<file path="src/rtl/alu_pkg.sv">
// Shared definitions for the ALU command front-end: opcode map, FSM states
// and the buffered command record.
package alu_pkg;

    localparam logic [3:0] OP_INC_A  = 4'h0;
    localparam logic [3:0] OP_INC_B  = 4'h1;
    localparam logic [3:0] OP_PASS_A = 4'h2;
    localparam logic [3:0] OP_PASS_B = 4'h3;
    localparam logic [3:0] OP_DEC_A  = 4'h4;
    localparam logic [3:0] OP_MUL    = 4'h5;
    localparam logic [3:0] OP_ADD    = 4'h6;
    localparam logic [3:0] OP_SUB    = 4'h7;
    localparam logic [3:0] OP_NOT_A  = 4'h8;
    localparam logic [3:0] OP_NOT_B  = 4'h9;
    localparam logic [3:0] OP_AND    = 4'hA;
    localparam logic [3:0] OP_OR     = 4'hB;
    localparam logic [3:0] OP_XOR    = 4'hC;
    localparam logic [3:0] OP_XNOR   = 4'hD;
    localparam logic [3:0] OP_NAND   = 4'hE;
    localparam logic [3:0] OP_NOR    = 4'hF;

    typedef enum logic [1:0] {
        ST_IDLE,
        ST_DRIVE,
        ST_SAMPLE,
        ST_RESP
    } drv_state_e;

    typedef struct packed {
        logic [3:0] op;
        logic [3:0] a;
        logic [3:0] b;
        logic       chain;
    } cmd_t;

    localparam int CMD_W = $bits(cmd_t);

endpackage

</file>
<file path="src/rtl/alu_cmd_fifo.sv">
// Count-based synchronous FIFO; full/empty come straight from the registered
// occupancy, so a push is refused while full even if a pop happens that cycle.
module alu_cmd_fifo #(
    parameter int DEPTH = 4,
    parameter int WIDTH = 13
) (
    input  logic             clk,
    input  logic             rst_n,
    input  logic             push_i,
    input  logic             pop_i,
    input  logic [WIDTH-1:0] wdata_i,
    output logic [WIDTH-1:0] rdata_o,
    output logic             full_o,
    output logic             empty_o
);

    localparam int AW = $clog2(DEPTH);

    logic [WIDTH-1:0] mem_q [DEPTH];
    logic [AW-1:0]    wr_ptr_q;
    logic [AW-1:0]    rd_ptr_q;
    logic [AW:0]      count_q;
    logic             do_push;
    logic             do_pop;

    assign full_o  = (count_q == (AW+1)'(DEPTH));
    assign empty_o = (count_q == '0);
    assign do_push = push_i && !full_o;
    assign do_pop  = pop_i && !empty_o;
    assign rdata_o = mem_q[rd_ptr_q];

    always_ff @(posedge clk or negedge rst_n) begin
        if (!rst_n) begin
            wr_ptr_q <= '0;
            rd_ptr_q <= '0;
            count_q  <= '0;
        end else begin
            if (do_push) wr_ptr_q <= wr_ptr_q + 1'b1;
            if (do_pop)  rd_ptr_q <= rd_ptr_q + 1'b1;
            case ({do_push, do_pop})
                2'b10:   count_q <= count_q + 1'b1;
                2'b01:   count_q <= count_q - 1'b1;
                default: count_q <= count_q;
            endcase
        end
    end

    // Storage carries no reset; occupancy alone decides what is valid.
    always_ff @(posedge clk) begin
        if (do_push) mem_q[wr_ptr_q] <= wdata_i;
    end

endmodule

</file>
<file path="src/rtl/alu_cmd_driver.sv">
// Command front-end for the 4-bit ALU: buffers commands, drives registered
// ALU operands, samples the result and hands it back over valid/ready.
module alu_cmd_driver
    import alu_pkg::*;
#(
    parameter int FIFO_DEPTH = 4
) (
    input  logic              clk,
    input  logic              rst_n,
    input  logic              cmd_valid,
    output logic              cmd_ready,
    input  logic [3:0]        cmd_op,
    input  logic [3:0]        cmd_a,
    input  logic [3:0]        cmd_b,
    input  logic              cmd_chain,
    output logic [3:0]        alu_a,
    output logic [3:0]        alu_b,
    output logic [3:0]        alu_sel,
    input  logic signed [7:0] alu_y,
    output logic              rsp_valid,
    input  logic              rsp_ready,
    output logic signed [7:0] rsp_data,
    output logic              rsp_zero,
    output logic              rsp_neg,
    output logic              busy
);

    drv_state_e        state_q;
    logic [3:0]        alu_a_q;
    logic [3:0]        alu_b_q;
    logic [3:0]        alu_sel_q;
    logic              rsp_valid_q;
    logic signed [7:0] rsp_data_q;
    logic signed [7:0] last_y_q;

    cmd_t wr_cmd;
    cmd_t rd_cmd;
    logic fifo_full;
    logic fifo_empty;
    logic push;
    logic pop;

    assign wr_cmd = '{op: cmd_op, a: cmd_a, b: cmd_b, chain: cmd_chain};
    assign push   = cmd_valid && !fifo_full;
    assign pop    = (state_q == ST_DRIVE);

    alu_cmd_fifo #(
        .DEPTH (FIFO_DEPTH),
        .WIDTH (CMD_W)
    ) u_fifo (
        .clk     (clk),
        .rst_n   (rst_n),
        .push_i  (push),
        .pop_i   (pop),
        .wdata_i (wr_cmd),
        .rdata_o (rd_cmd),
        .full_o  (fifo_full),
        .empty_o (fifo_empty)
    );

    always_ff @(posedge clk or negedge rst_n) begin
        if (!rst_n) begin
            state_q     <= ST_IDLE;
            alu_a_q     <= '0;
            alu_b_q     <= '0;
            alu_sel_q   <= '0;
            rsp_valid_q <= 1'b0;
            rsp_data_q  <= '0;
            last_y_q    <= '0;
        end else begin
            case (state_q)
                ST_IDLE: begin
                    if (!fifo_empty) state_q <= ST_DRIVE;
                end
                ST_DRIVE: begin
                    alu_sel_q <= rd_cmd.op;
                    alu_b_q   <= rd_cmd.b;
                    alu_a_q   <= rd_cmd.chain ? last_y_q[3:0] : rd_cmd.a;
                    state_q   <= ST_SAMPLE;
                end
                ST_SAMPLE: begin
                    rsp_data_q  <= alu_y;
                    last_y_q    <= alu_y;
                    rsp_valid_q <= 1'b1;
                    state_q     <= ST_RESP;
                end
                ST_RESP: begin
                    // A push landing on the handshake edge counts toward going straight back to DRIVE.
                    if (rsp_ready) begin
                        rsp_valid_q <= 1'b0;
                        state_q     <= (!fifo_empty || push) ? ST_DRIVE : ST_IDLE;
                    end
                end
                default: state_q <= ST_IDLE;
            endcase
        end
    end

    assign cmd_ready = !fifo_full;
    assign alu_a     = alu_a_q;
    assign alu_b     = alu_b_q;
    assign alu_sel   = alu_sel_q;
    assign rsp_valid = rsp_valid_q;
    assign rsp_data  = rsp_data_q;
    assign rsp_zero  = (rsp_data_q == '0);
    assign rsp_neg   = rsp_data_q[7];
    assign busy      = (state_q != ST_IDLE) || !fifo_empty;

endmodule

</file>
<file path="config.mk">
export PLATFORM = sky130hd
export DESIGN_NAME = alu_cmd_driver
export DESIGN_NICKNAME = d
export VERILOG_FILES = /design/src/rtl/alu_pkg.sv /design/src/rtl/alu_cmd_fifo.sv /design/src/rtl/alu_cmd_driver.sv
export SDC_FILE = /design/constraint.sdc
export NUM_CORES = 1
export LEC_CHECK = 0
export BUFFER_PORTS_ARGS = -buffer_cell sky130_fd_sc_hd__buf_2
export CORE_MARGIN = 1.5
export CORE_UTILIZATION = 42
export DETAILED_ROUTE_END_ITERATION = 10
export GPL_TIMING_DRIVEN = 0
export PLACE_DENSITY = 0.76
export SLEW_MARGIN = 20
export SYNTH_ARGS = -nofsm -noshare
export SYNTH_HDL_FRONTEND = slang
export SYNTH_SLANG_ARGS = --single-unit
</file>
<file path="constraint.sdc">
create_clock -name clk -period 2.01 [get_ports clk]
set_input_delay 0.1005 -clock clk [delete_from_list [all_inputs] [get_ports clk]]
set_output_delay 0.1005 -clock clk [all_outputs]
set_load 0.01 [all_outputs]
</file>
==> impl_metrics.py <==
metrics = {
    "timing": {
        "fin_skew_ps": 7.82,
        "fin_crit_sh_pct": 98.8,
        "worst_pin_slew_ps": 744,
        "rsz0062_at_grt": "yes",
        "slew_violations": 0,
        "clock.fmax_mhz": 504,
        "setup_slack_ps": 24.7,
        "hold_ws_ps": 187,
        "relSlewSlack_pct": 50.4,
        "hold_viol_final": 0,
        "finalSetupViolCount": 0,
        "fin_crit_ps": 1990,
        "setup_tns_ps": 0,
    },
    "cells_and_area": {
        "diodes": 0,
        "area_growth_pct": 25.8,
        "fin_area_sq_um": 4190,
        "final_util_pct": 54.5,
        "n_fill_cell": 639,
        "nets": 307,
        "layout-drive-gt1-share_pct": 42.9,
    },
    "synthesis": {
        "yosys.area.top_type": "edfxtp_1",
        "synth_area_sq_um": 3330,
        "ys_seq_area_share_pct": 69.5,
        "synthTopCellsByCount": "52 x edfxtp_1, 30 x dfrtp_1, 16 x mux2_2, 13 x mux4_2",
        "synth_flop_cell": "edfxtp_1",
        "syn_nets": 217,
        "yosysMostFrequentCell": "edfxtp_1",
        "ys_top_cells_by_area": "edfxtp_1 47%, dfrtp_1 23%, mux4_2 8.8%, mux2_2 5.4%, ha_1 3.8%",
        "yosysTopAreaCellShare_pct": 46.9,
        "synth_edf_count": 52,
        "syn_inst": 181,
        "yosysUniqueCellTypes": 30,
        "avgSynthCellArea_sq_um": 18.4,
        "synth-seq-cells": 82,
        "synth-warning-count": 0,
        "synthArstFlopShare_pct": 36.6,
    },
    "placed_design": {
        "port_buffers": 49,
        "gp_congestion": 0.672,
        "place_ws_ps": -226,
        "dpl_cell_area_sq_um": 3720,
        "hpwl_um": 3890,
    },
    "grt": {
        "grt_max_degree": 31,
        "antenna_found_initial": 0,
        "gr-total-overflow": 0,
        "grt_pass1_vias": 1957,
        "grt_use_total_pct": 15.6,
        "grt_pass1_wl_um": 9540,
    },
    "setup_path": {
        "cp.required_ps": 2290,
        "r2r_slack_ps": 20,
        "r2r_end": "u_fifo.count_q[2]",
        "cp_max_fo": 2,
        "critPathBufInv": 2,
        "cp-startpoint": "u_fifo.count_q[1]",
        "critical_path.top_delay_family": "simple AND/OR/NAND/NOR gates",
        "r2r_cells": 9,
        "timing.rr.start": "u_fifo.count_q[1]",
        "crit_slowest_cell": "dfrtp_2",
        "critPathLaunchType": "flop",
        "end_kind": "flop",
        "path_class": "flop to flop",
        "cpPeakStageDelay_ps": 410,
        "worstPathCellList": "or3b_4, and2_4, inv_4, ha_4, inv_2, fa_2, xor2_1, nor2_1, xor2_1",
        "arrival_ps": 2260,
        "cpMostUsedCell": "xor2_1",
    },
    "clocking": {
        "cts-root-buf": "clkbuf_8",
        "clock_path_buffers": 2,
        "cts_tree": "built",
        "cts_sinks": 82,
        "cts_buffers": 9,
        "htreeDepth": 3,
        "clk_transition_reported_paths_ps": 80,
        "worstSkewPairLatency_ps": 350,
    },
    "die": {
        "die_y_um": 92.0,
        "rows": 32,
        "die_x_um": 92.0,
        "io_pins": 50,
        "coreArea_sq_um": 7690,
        "initial_core_util_pct": 43.3,
        "fp.dieArea_sq_um": 8470,
    },
    "drt": {
        "via_per_inst": 4.88,
        "drc": 0,
        "drt-initial-drc-count": 91,
        "first_pass_iters": 4,
        "drt-total-wl_um": 6130,
        "ant_nets": 0,
        "post_drt_wl_per_cell_um": 16.3,
        "vias": 1841,
    },
    "min_path": {
        "min_from": "cmd_valid",
        "holdPathStages": 3,
        "holdPathEnd": "state_q[0]",
        "hp-class": "primary input to flop",
    },
    "status": {
        "status": "finished, final reports clean",
    },
    "power_and_ir_drop": {
        "irDropWorstVdd_mv": 0.677,
        "p_leak_nw": 1.66,
        "powerDensity_nw_per_um2": 1450,
    },
    "job": {
        "maxCapViolCount": 0,
    },
}
metal layers:
layer,up-vias,track usage [%],part of all wire (%)
met4,0,5.00,0.77
met2,53,27.5,51
met5,-,0,0
met3,5,5.31,5.0
met1,919,17.9,43
li1,864,-,-
worst reg2reg max path: cells and delay by family, from the launching register on:
family / cells / cell delay (ps)
xor+xnor: 2 / 300
buf+inv: 2 / 80
simple gates: 3 / 670
fa+ha+maj: 2 / 450
flops: 1 / 410
where the power goes:
part | internal [mW] | switching, mW
Combinational | 1.28 | 1.17
Sequential | 2.36 | 0.271
Clock | 0.437 | 0.558
worst max path at each step:
| stage | slack (ps) | cells after the start | endpoint |
|---|---|---|---|
| floorplan | -30 | 9 | u_fifo.count_q[2] |
| global placement | -180 | 10 | u_fifo.count_q[2] |
| detailed placement | -230 | 10 | u_fifo.count_q[2] |
| CTS | 10 | 9 | u_fifo.count_q[2] |
| global route | -80 | 9 | u_fifo.count_q[2] |
| finish | 20 | 9 | u_fifo.count_q[2] |
repair_timing:
item	4_1_cts	5_1_grt
pin swaps	5	0
setup endpoints to repair	2	1
hold buffers	23	0
endpoints found under the hold margin	91	0
setup buffers	7	0
gates resized for setup	7	2
stage by stage:
stage | cells | total power, mW
after floorplan | 181 | 4.25
after global placement | 332 | 4.84
after detailed placement | 332 | 4.95
after CTS | 377 | 6.12
after global routing | 377 | 6.45
final | 377 | 6.08
flip-flops by register name (all words and copies together) (netlist names):
register,cells
u_fifo.mem_q,52
last_y_q,8
alu_a,4
alu_b,4
alu_sel,4
u_fifo.count_q,3
state_q,2
u_fifo.rd_ptr_q,2
u_fifo.wr_ptr_q,2
rsp_valid,1
placed cells by master (no fill, tap or decap), drive strengths merged, types with 3 or more instances in the layout:
cell and count:
a21oi 4, and3 4, buf 61, clkbuf 12, clkinv 3, dfrtp 30, dlygate4sd3 23, edfxtp 52
ha 10, inv 10, mux2 18, mux2i 4, mux4 13, nor2 8, xnor2 3, xor2 3
logic make-up after synthesis:
group	count (synthesis)	share of synthesized area [%]
xor gates and xnor gates	6	1.58
AOI/OAI and AO/OA	11	2.48
adders and majority gates	11	4.36
DFF	82	69.5
buffers and inverters	17	2.52
and+or+nand+nor	19	3.27
muxes	35	16.3
layout make-up:
cell class              count  area (sq um)  area share (%)
well taps                 102           128            3.05
clock buffers              10           128            3.05
plain buffers               7          57.6            1.37
inverters                  10          40.0           0.956
flip-flops and latches     82          2310            55.3
multi-input cells          82           960            22.9
repair buffers             79           528            12.6
clock inverters             5          32.5           0.777
Note: power is estimated with default switching activity, not from simulation.
